**src/rtl/hazard_scoreboard.sv**
```systemverilog
// -----------------------------------------------------------------------------
// hazard_scoreboard
//
// Purpose:
//   Decode-side hazard detector. A shadow copy of the EXE, MEM and WB pipeline
//   stages records every in-flight instruction's write information. The block
//   compares the source registers of the instruction in ID against that shadow
//   state and raises `hazard` so decode inserts a bubble until the operand can
//   be read. The shadow pipeline shares the pipeline clock and follows the same
//   freeze and flush events as the real pipeline registers.
//
// Optional feature (macro HAZARD_SCOREBOARD_FORWARDING_EN):
//   Undefined : stall on any RAW dependency against EXE or MEM; fwd_sel_* = 0.
//   Defined   : stall only on load-use against EXE; fwd_sel_a/b pick the EXE
//               operand bypass source (2'b01 = MEM result, 2'b10 = WB result).
//
// Parameters:
//   REG_W  register-address width
//   CNT_W  width of the saturating stall-cycle counter
//
// Ports:
//   clk          in   pipeline clock, rising edge
//   rst          in   asynchronous active-low reset
//   src1         in   first source register of the ID instruction
//   src2         in   second source register of the ID instruction
//   two_src      in   src2 is a real operand
//   id_dest      in   destination register of the ID instruction
//   id_wb_en     in   ID instruction writes a register
//   id_mem_r_en  in   ID instruction is a load
//   freeze       in   global pipeline hold
//   flush        in   taken branch; ID contents discarded
//   hazard       out  stall request to IF/ID (combinational)
//   fwd_sel_a    out  EXE operand-A forward select
//   fwd_sel_b    out  EXE operand-B forward select
//   stall_cnt    out  saturating count of non-frozen stall cycles
// -----------------------------------------------------------------------------
module hazard_scoreboard #(
  parameter int REG_W = 4,
  parameter int CNT_W = 16
) (
  input  logic             clk,
  input  logic             rst,
  input  logic [REG_W-1:0] src1,
  input  logic [REG_W-1:0] src2,
  input  logic             two_src,
  input  logic [REG_W-1:0] id_dest,
  input  logic             id_wb_en,
  input  logic             id_mem_r_en,
  input  logic             freeze,
  input  logic             flush,
  output logic             hazard,
  output logic [1:0]       fwd_sel_a,
  output logic [1:0]       fwd_sel_b,
  output logic [CNT_W-1:0] stall_cnt
);

  typedef struct packed {
    logic             valid;
    logic [REG_W-1:0] dest;
    logic             wb_en;
    logic             mem_r_en;
    logic [REG_W-1:0] src1;
    logic [REG_W-1:0] src2;
    logic             two_src;
  } slot_t;

  localparam logic [CNT_W-1:0] CNT_ONE = {{(CNT_W-1){1'b0}}, 1'b1};

  slot_t            r_exe;
  slot_t            r_mem;
  slot_t            r_wb;
  logic [CNT_W-1:0] r_stall_cnt;

  slot_t            w_id_slot;
  logic             w_hazard;
  logic [1:0]       w_fwd_a;
  logic [1:0]       w_fwd_b;

  // A slot only blocks a read if it really holds a register write to r.
  function automatic logic match(input slot_t s, input logic [REG_W-1:0] r);
    return s.valid & s.wb_en & (s.dest == r);
  endfunction

  assign w_id_slot = '{valid:    1'b1,
                       dest:     id_dest,
                       wb_en:    id_wb_en,
                       mem_r_en: id_mem_r_en,
                       src1:     src1,
                       src2:     src2,
                       two_src:  two_src};

  // hazard looks only at the ID sources and the shadow slots: decode masks its
  // own write enables with hazard, so feeding id_* or flush/freeze back in here
  // would close a combinational loop.
`ifdef HAZARD_SCOREBOARD_FORWARDING_EN
  assign w_hazard = (r_exe.mem_r_en & match(r_exe, src1)) |
                    (two_src & r_exe.mem_r_en & match(r_exe, src2));

  // NOTE: every output of a combinational block gets a default first so no
  // path leaves it unassigned and a latch is never inferred.
  always_comb begin
    w_fwd_a = 2'b00;
    w_fwd_b = 2'b00;
    if (r_exe.valid) begin
      // MEM holds the younger result, so it wins over WB.
      if (match(r_mem, r_exe.src1))      w_fwd_a = 2'b01;
      else if (match(r_wb, r_exe.src1))  w_fwd_a = 2'b10;
      if (r_exe.two_src) begin
        if (match(r_mem, r_exe.src2))      w_fwd_b = 2'b01;
        else if (match(r_wb, r_exe.src2))  w_fwd_b = 2'b10;
      end
    end
  end
`else
  // WB is left out: the register file writes through to same-cycle reads.
  assign w_hazard = match(r_exe, src1) | match(r_mem, src1) |
                    (two_src & (match(r_exe, src2) | match(r_mem, src2)));

  assign w_fwd_a = 2'b00;
  assign w_fwd_b = 2'b00;
`endif

  // NOTE: state registers use non-blocking assignments so every flop samples
  // the pre-edge value of its neighbours; the MEM <- EXE <- ID shift relies
  // on it.
  always_ff @(posedge clk or negedge rst) begin
    if (!rst) begin
      r_exe       <= '0;
      r_mem       <= '0;
      r_wb        <= '0;
      r_stall_cnt <= '0;
    end else if (!freeze) begin
      r_wb  <= r_mem;
      r_mem <= r_exe;
      // A flushed or stalled ID instruction becomes an all-zero bubble.
      if (flush || w_hazard) r_exe <= '0;
      else                   r_exe <= w_id_slot;
      if (w_hazard && (r_stall_cnt != '1))
        r_stall_cnt <= r_stall_cnt + CNT_ONE;
    end
  end

  // Some slot fields are only consumed in one build; fold them here so the
  // unused bits are explicit rather than silently dangling.
  logic w_unused;
  assign w_unused = ^{r_exe, r_mem, r_wb};

  assign hazard    = w_hazard;
  assign fwd_sel_a = w_fwd_a;
  assign fwd_sel_b = w_fwd_b;
  assign stall_cnt = r_stall_cnt;

endmodule
```
**config.mk**
```make
export PLATFORM = sky130hd
export DESIGN_NAME = hazard_scoreboard
export DESIGN_NICKNAME = d
export VERILOG_FILES = /design/src/rtl/hazard_scoreboard.sv
export SDC_FILE = /design/constraint.sdc
export NUM_CORES = 1
export LEC_CHECK = 0
export CELL_PAD_IN_SITES_DETAIL_PLACEMENT = 0
export CELL_PAD_IN_SITES_GLOBAL_PLACEMENT = 1
export CORE_MARGIN = 1
export CORE_UTILIZATION = 40
export CTS_CLUSTER_SIZE = 10
export DETAILED_ROUTE_END_ITERATION = 10
export GPL_ROUTABILITY_DRIVEN = 0
export GPL_TIMING_DRIVEN = 0
export PLACE_DENSITY = 0.89
export SLEW_MARGIN = 20
export SYNTH_ARGS = -nofsm -noshare
export SYNTH_HDL_FRONTEND = slang
export SYNTH_SLANG_ARGS = --single-unit
export TNS_END_PERCENT = 5
```
**constraint.sdc**
```tcl
create_clock -name clk -period 4.4 [get_ports clk]
set_input_delay 0.66 -clock clk [delete_from_list [all_inputs] [get_ports clk]]
set_output_delay 0.66 -clock clk [all_outputs]
set_load 0.05 [all_outputs]
```
# Word level (Yosys, flattened, before mapping)
# Cells that the tools add are included.
# op_classes
bitwise	11
n_addsub	1
n_eq_ne	5
muxes	1
n_reduce_logical	3
# op_table
op	count
$add A16 B1 Y16 const B	1
$eq A4 B4 Y1	4
$mux W16	1
$ne A16 B16 Y1 const B	1
$and A1 B1 Y1	7
$or A1 B1 Y1	3
$reduce_and A2 Y1	1
$logic_and A1 B1 Y1	1
$logic_or A1 B1 Y1	1
$not A1 Y1	1
# totals
word_cells	28
input_bits	19
out_inout_bits	21
register_bits	28

# Longest topological paths before layout
# logic_depth
ltp_word	7
depth_mapped	8
depth_no_buf	8

# Worst setup path after synthesis
# No wires, ideal clock.
# synth_path
path_kind	input -> output
from	input port src2[1]
to	output port hazard
path_slack_ns	1.895
n_path_buf	0
t_required_ns	3.740
arrival_ns	1.845
cell_stages	5
path_cell_list	xor2_1 or4_4 o21ai_4 nor2_4 inv_1
# synth_between
elab_chain_len	5
elab_cells_between_ends	7
classes_between	eq/ne: 2; bitwise: 5
# synth_lines
item	line	source
start, declared	44	input logic [REG_W-1:0] src2,
$eq A4 B4 Y1	81	return s.valid & s.wb_en & (s.dest == r);
$and A1 B1 Y1	81	
$or A1 B1 Y1 *	117	(two_src & (match(r_exe, src2) | match(r_mem, src2)));
$and A1 B1 Y1 *	117	
$or A1 B1 Y1 *	116	assign w_hazard = match(r_exe, src1) | match(r_mem, src1) |
end, declared	51	output logic hazard,
# Mark *: on every way between the ends. The rest lies on a longest branch, timed or not.

# Worst setup path after layout
# layout_path
from	input port src2[2]
to	output port hazard
# The elaborated chain is that of the path after synthesis.

==> out/results.txt <==
status: finished, final reports clean
crit path capture type: output pin
Sink Count: 28
I/O pin total: 40
Critical Path RT: 3740 ps
CTS Hold Bufs: 0
number of buffers created by CTS: 3
Die Ht: 62.7 um
Final Hold Viols: 0
routing usage on met2: 28.4%
final worst slack: 776 ps
1st-pass router iterations: 4
clk_lat worst skew: 270 ps
Netlist Area Pre-Place: 1470 um2
Achievable Freq: 276 MHz
dpl cell area: 1880 um2
Total Power: 574 uW
I/O Buffers: 34
crit share post-route: 82.4%
fraction of layout cells with a size suffix above 1: 14.6%
worst slew pin tran: 662 ps
Synth cell types: 30
# placed instances: 213
fillers: 318
Avg WL per Cell: 13.2 um
skew final: 2.45 ps
first-pass GRT wire length: 5.04 mm
final instance area: 1940 um2
largest net degree at the start of global routing: 29
Max Root-Sink Buffers: 2
dpl ws: 771 ps
DP Wirelength: 2.21 mm
Startpoint Class: input port
grt ovf: 0
met1 Resource Use GR: 19.5%
GRT busiest layer: met2
number of synthesized register bits: 28
GR Util met3: 1.64%
Final setup viols: 0
fin cells: 217
Synth Instances: 130
crit path kind: in2out
ys async rst share: 100%
n_diodes: 0
CTS tree: yes
post-cts resize count: 0
final WL: 2.86 mm
DR vias/cell: 5.12
H-tree depth: 1
sequential element share of the synthesized area: 47.6%
worst path arrival time: 2960 ps
Die X: 62.7 um
largest fanout on the critical path: 8
VDD IR max: 129 uV
final count of pins violating max slew: 0
DR vias: 1112
Tmin final: 3620 ps
commonest non-fill, non-tap cell in the layout: clkdlybuf4s50_1
r2r setup slk: 2150 ps
GRT Util Overall: 16.1%
number of global-route vias before repair: 1134
max_cap viols: 0
RSZ-0062 raised after global routing: false
LEAKAGE: 0.863 nW
initial antenna violation count: 0
Yosys warnings: 0
Post-DRT Antenna Nets: 0
Post-synth EDFFs: 0
P&R area growth vs syn: 31.6%
site row count: 21
drt drc: 0
Slew HR: 55.5%
Nets: 192
most frequent cells in the layout: 33 x clkdlybuf4s50_1, 28 x dfrtp_1, 16 x xor2_1
root buf cell: clkbuf_8
Initial Utilization: 42.8%
PD cells: 296 nW/um2
Mean Syn Cell Area: 11.3 um2
clock-pin slew on the worst setup and hold paths: 90 ps
Die Area: 3930 um2
Starting DRT DRC Count: 67
hold crit path type: in2async
# Post-CTS Setup Buffers: 0
core area: 3440 um2
TNS Setup: 0 ps
ys flop type: dfrtp_1
per-layer routing:
metal  vias up  part of all wire [%]
li1        530                     -
met1       541                    44
met2        36                    50
met3         5                   3.9
met4         0                   1.6
met5         -                     0
layout make-up:
class                           count  area, um2  area share [%]
Tap cell                           46       57.6            2.97
Timing Repair Buffer               34        335            17.3
Clock buffer                        4       55.1            2.84
Multi-Input combinational cell     94        733            37.8
Buffer                              5       33.8            1.74
Inverter                            6       22.5            1.16
Sequential cell                    28        701            36.2
power breakdown:
group          leakage, nW  switching [mW]  internal [mW]
logic                0.478          0.0634         0.0573
registers            0.356          0.0209          0.275
clock network       0.0288          0.0775         0.0801
worst max-delay path: stages:
cell	delay, ps
clkdlybuf4s50_1	520
xnor2_1	140
nand4_1	120
or4_4	440
o21ai_4	110
nor2_4	100
inv_1	80
clkdlybuf4s50_1	790
cells in the mapped netlist, types with 4 or more instances:
cell	count	area share (%)
nand4_1	5	2.1
xor2_1	16	9.5
nor4_1	5	2.1
nand3_1	7	2.4
buf_4	4	2.0
nor2_1	4	1.0
nor3_1	8	2.7
mux2_2	6	4.6
a22o_1	4	2.4
dfrtp_1	28	48
nand2_1	5	1.3
xnor2_1	15	8.9
inv_1	6	1.5
registers in the layout (all words and copies together) (netlist names):
register,flops
r_exe,6
r_mem,6
stall_cnt,16
per-stage QoR:
step | hold WS (ps) | utilization, %
6_report | 388 | 56.3
5_1_grt | 449 | 56.3
4_1_cts | 415 | 56.1
3_5_place_dp | 502 | 54.5
3_3_place_gp | 477 | 54.7
2_1_floorplan | 364 | -
worst paths after layout:
| kind | from | cells after the start | endpoint |
|---|---|---|---|
| max | src2[2] | 8 | hazard |
| min in group clk | stall_cnt[5] | 1 | stall_cnt[5] |
| min | rst | 1 | stall_cnt[5] |
| min reg2reg | stall_cnt[5] | 1 | stall_cnt[5] |
| max in group asynchronous | rst | 1 | stall_cnt[12] |
| max reg2reg | stall_cnt[0] | 7 | stall_cnt[1] |
kinds of logic after synthesis:
group                      Yosys count  share of synthesized area, %
and+or+nand+nor                     42                          17.8
xor gates and xnor gates            31                          18.4
adders and majority gates            1                         0.849
buffers and inverters               11                          3.82
muxes                                7                          5.61
other                                1                         0.255
DFF                                 28                          47.6
AOI/OAI and AO/OA                    9                          5.61
Power figures use the tool's default switching activity.
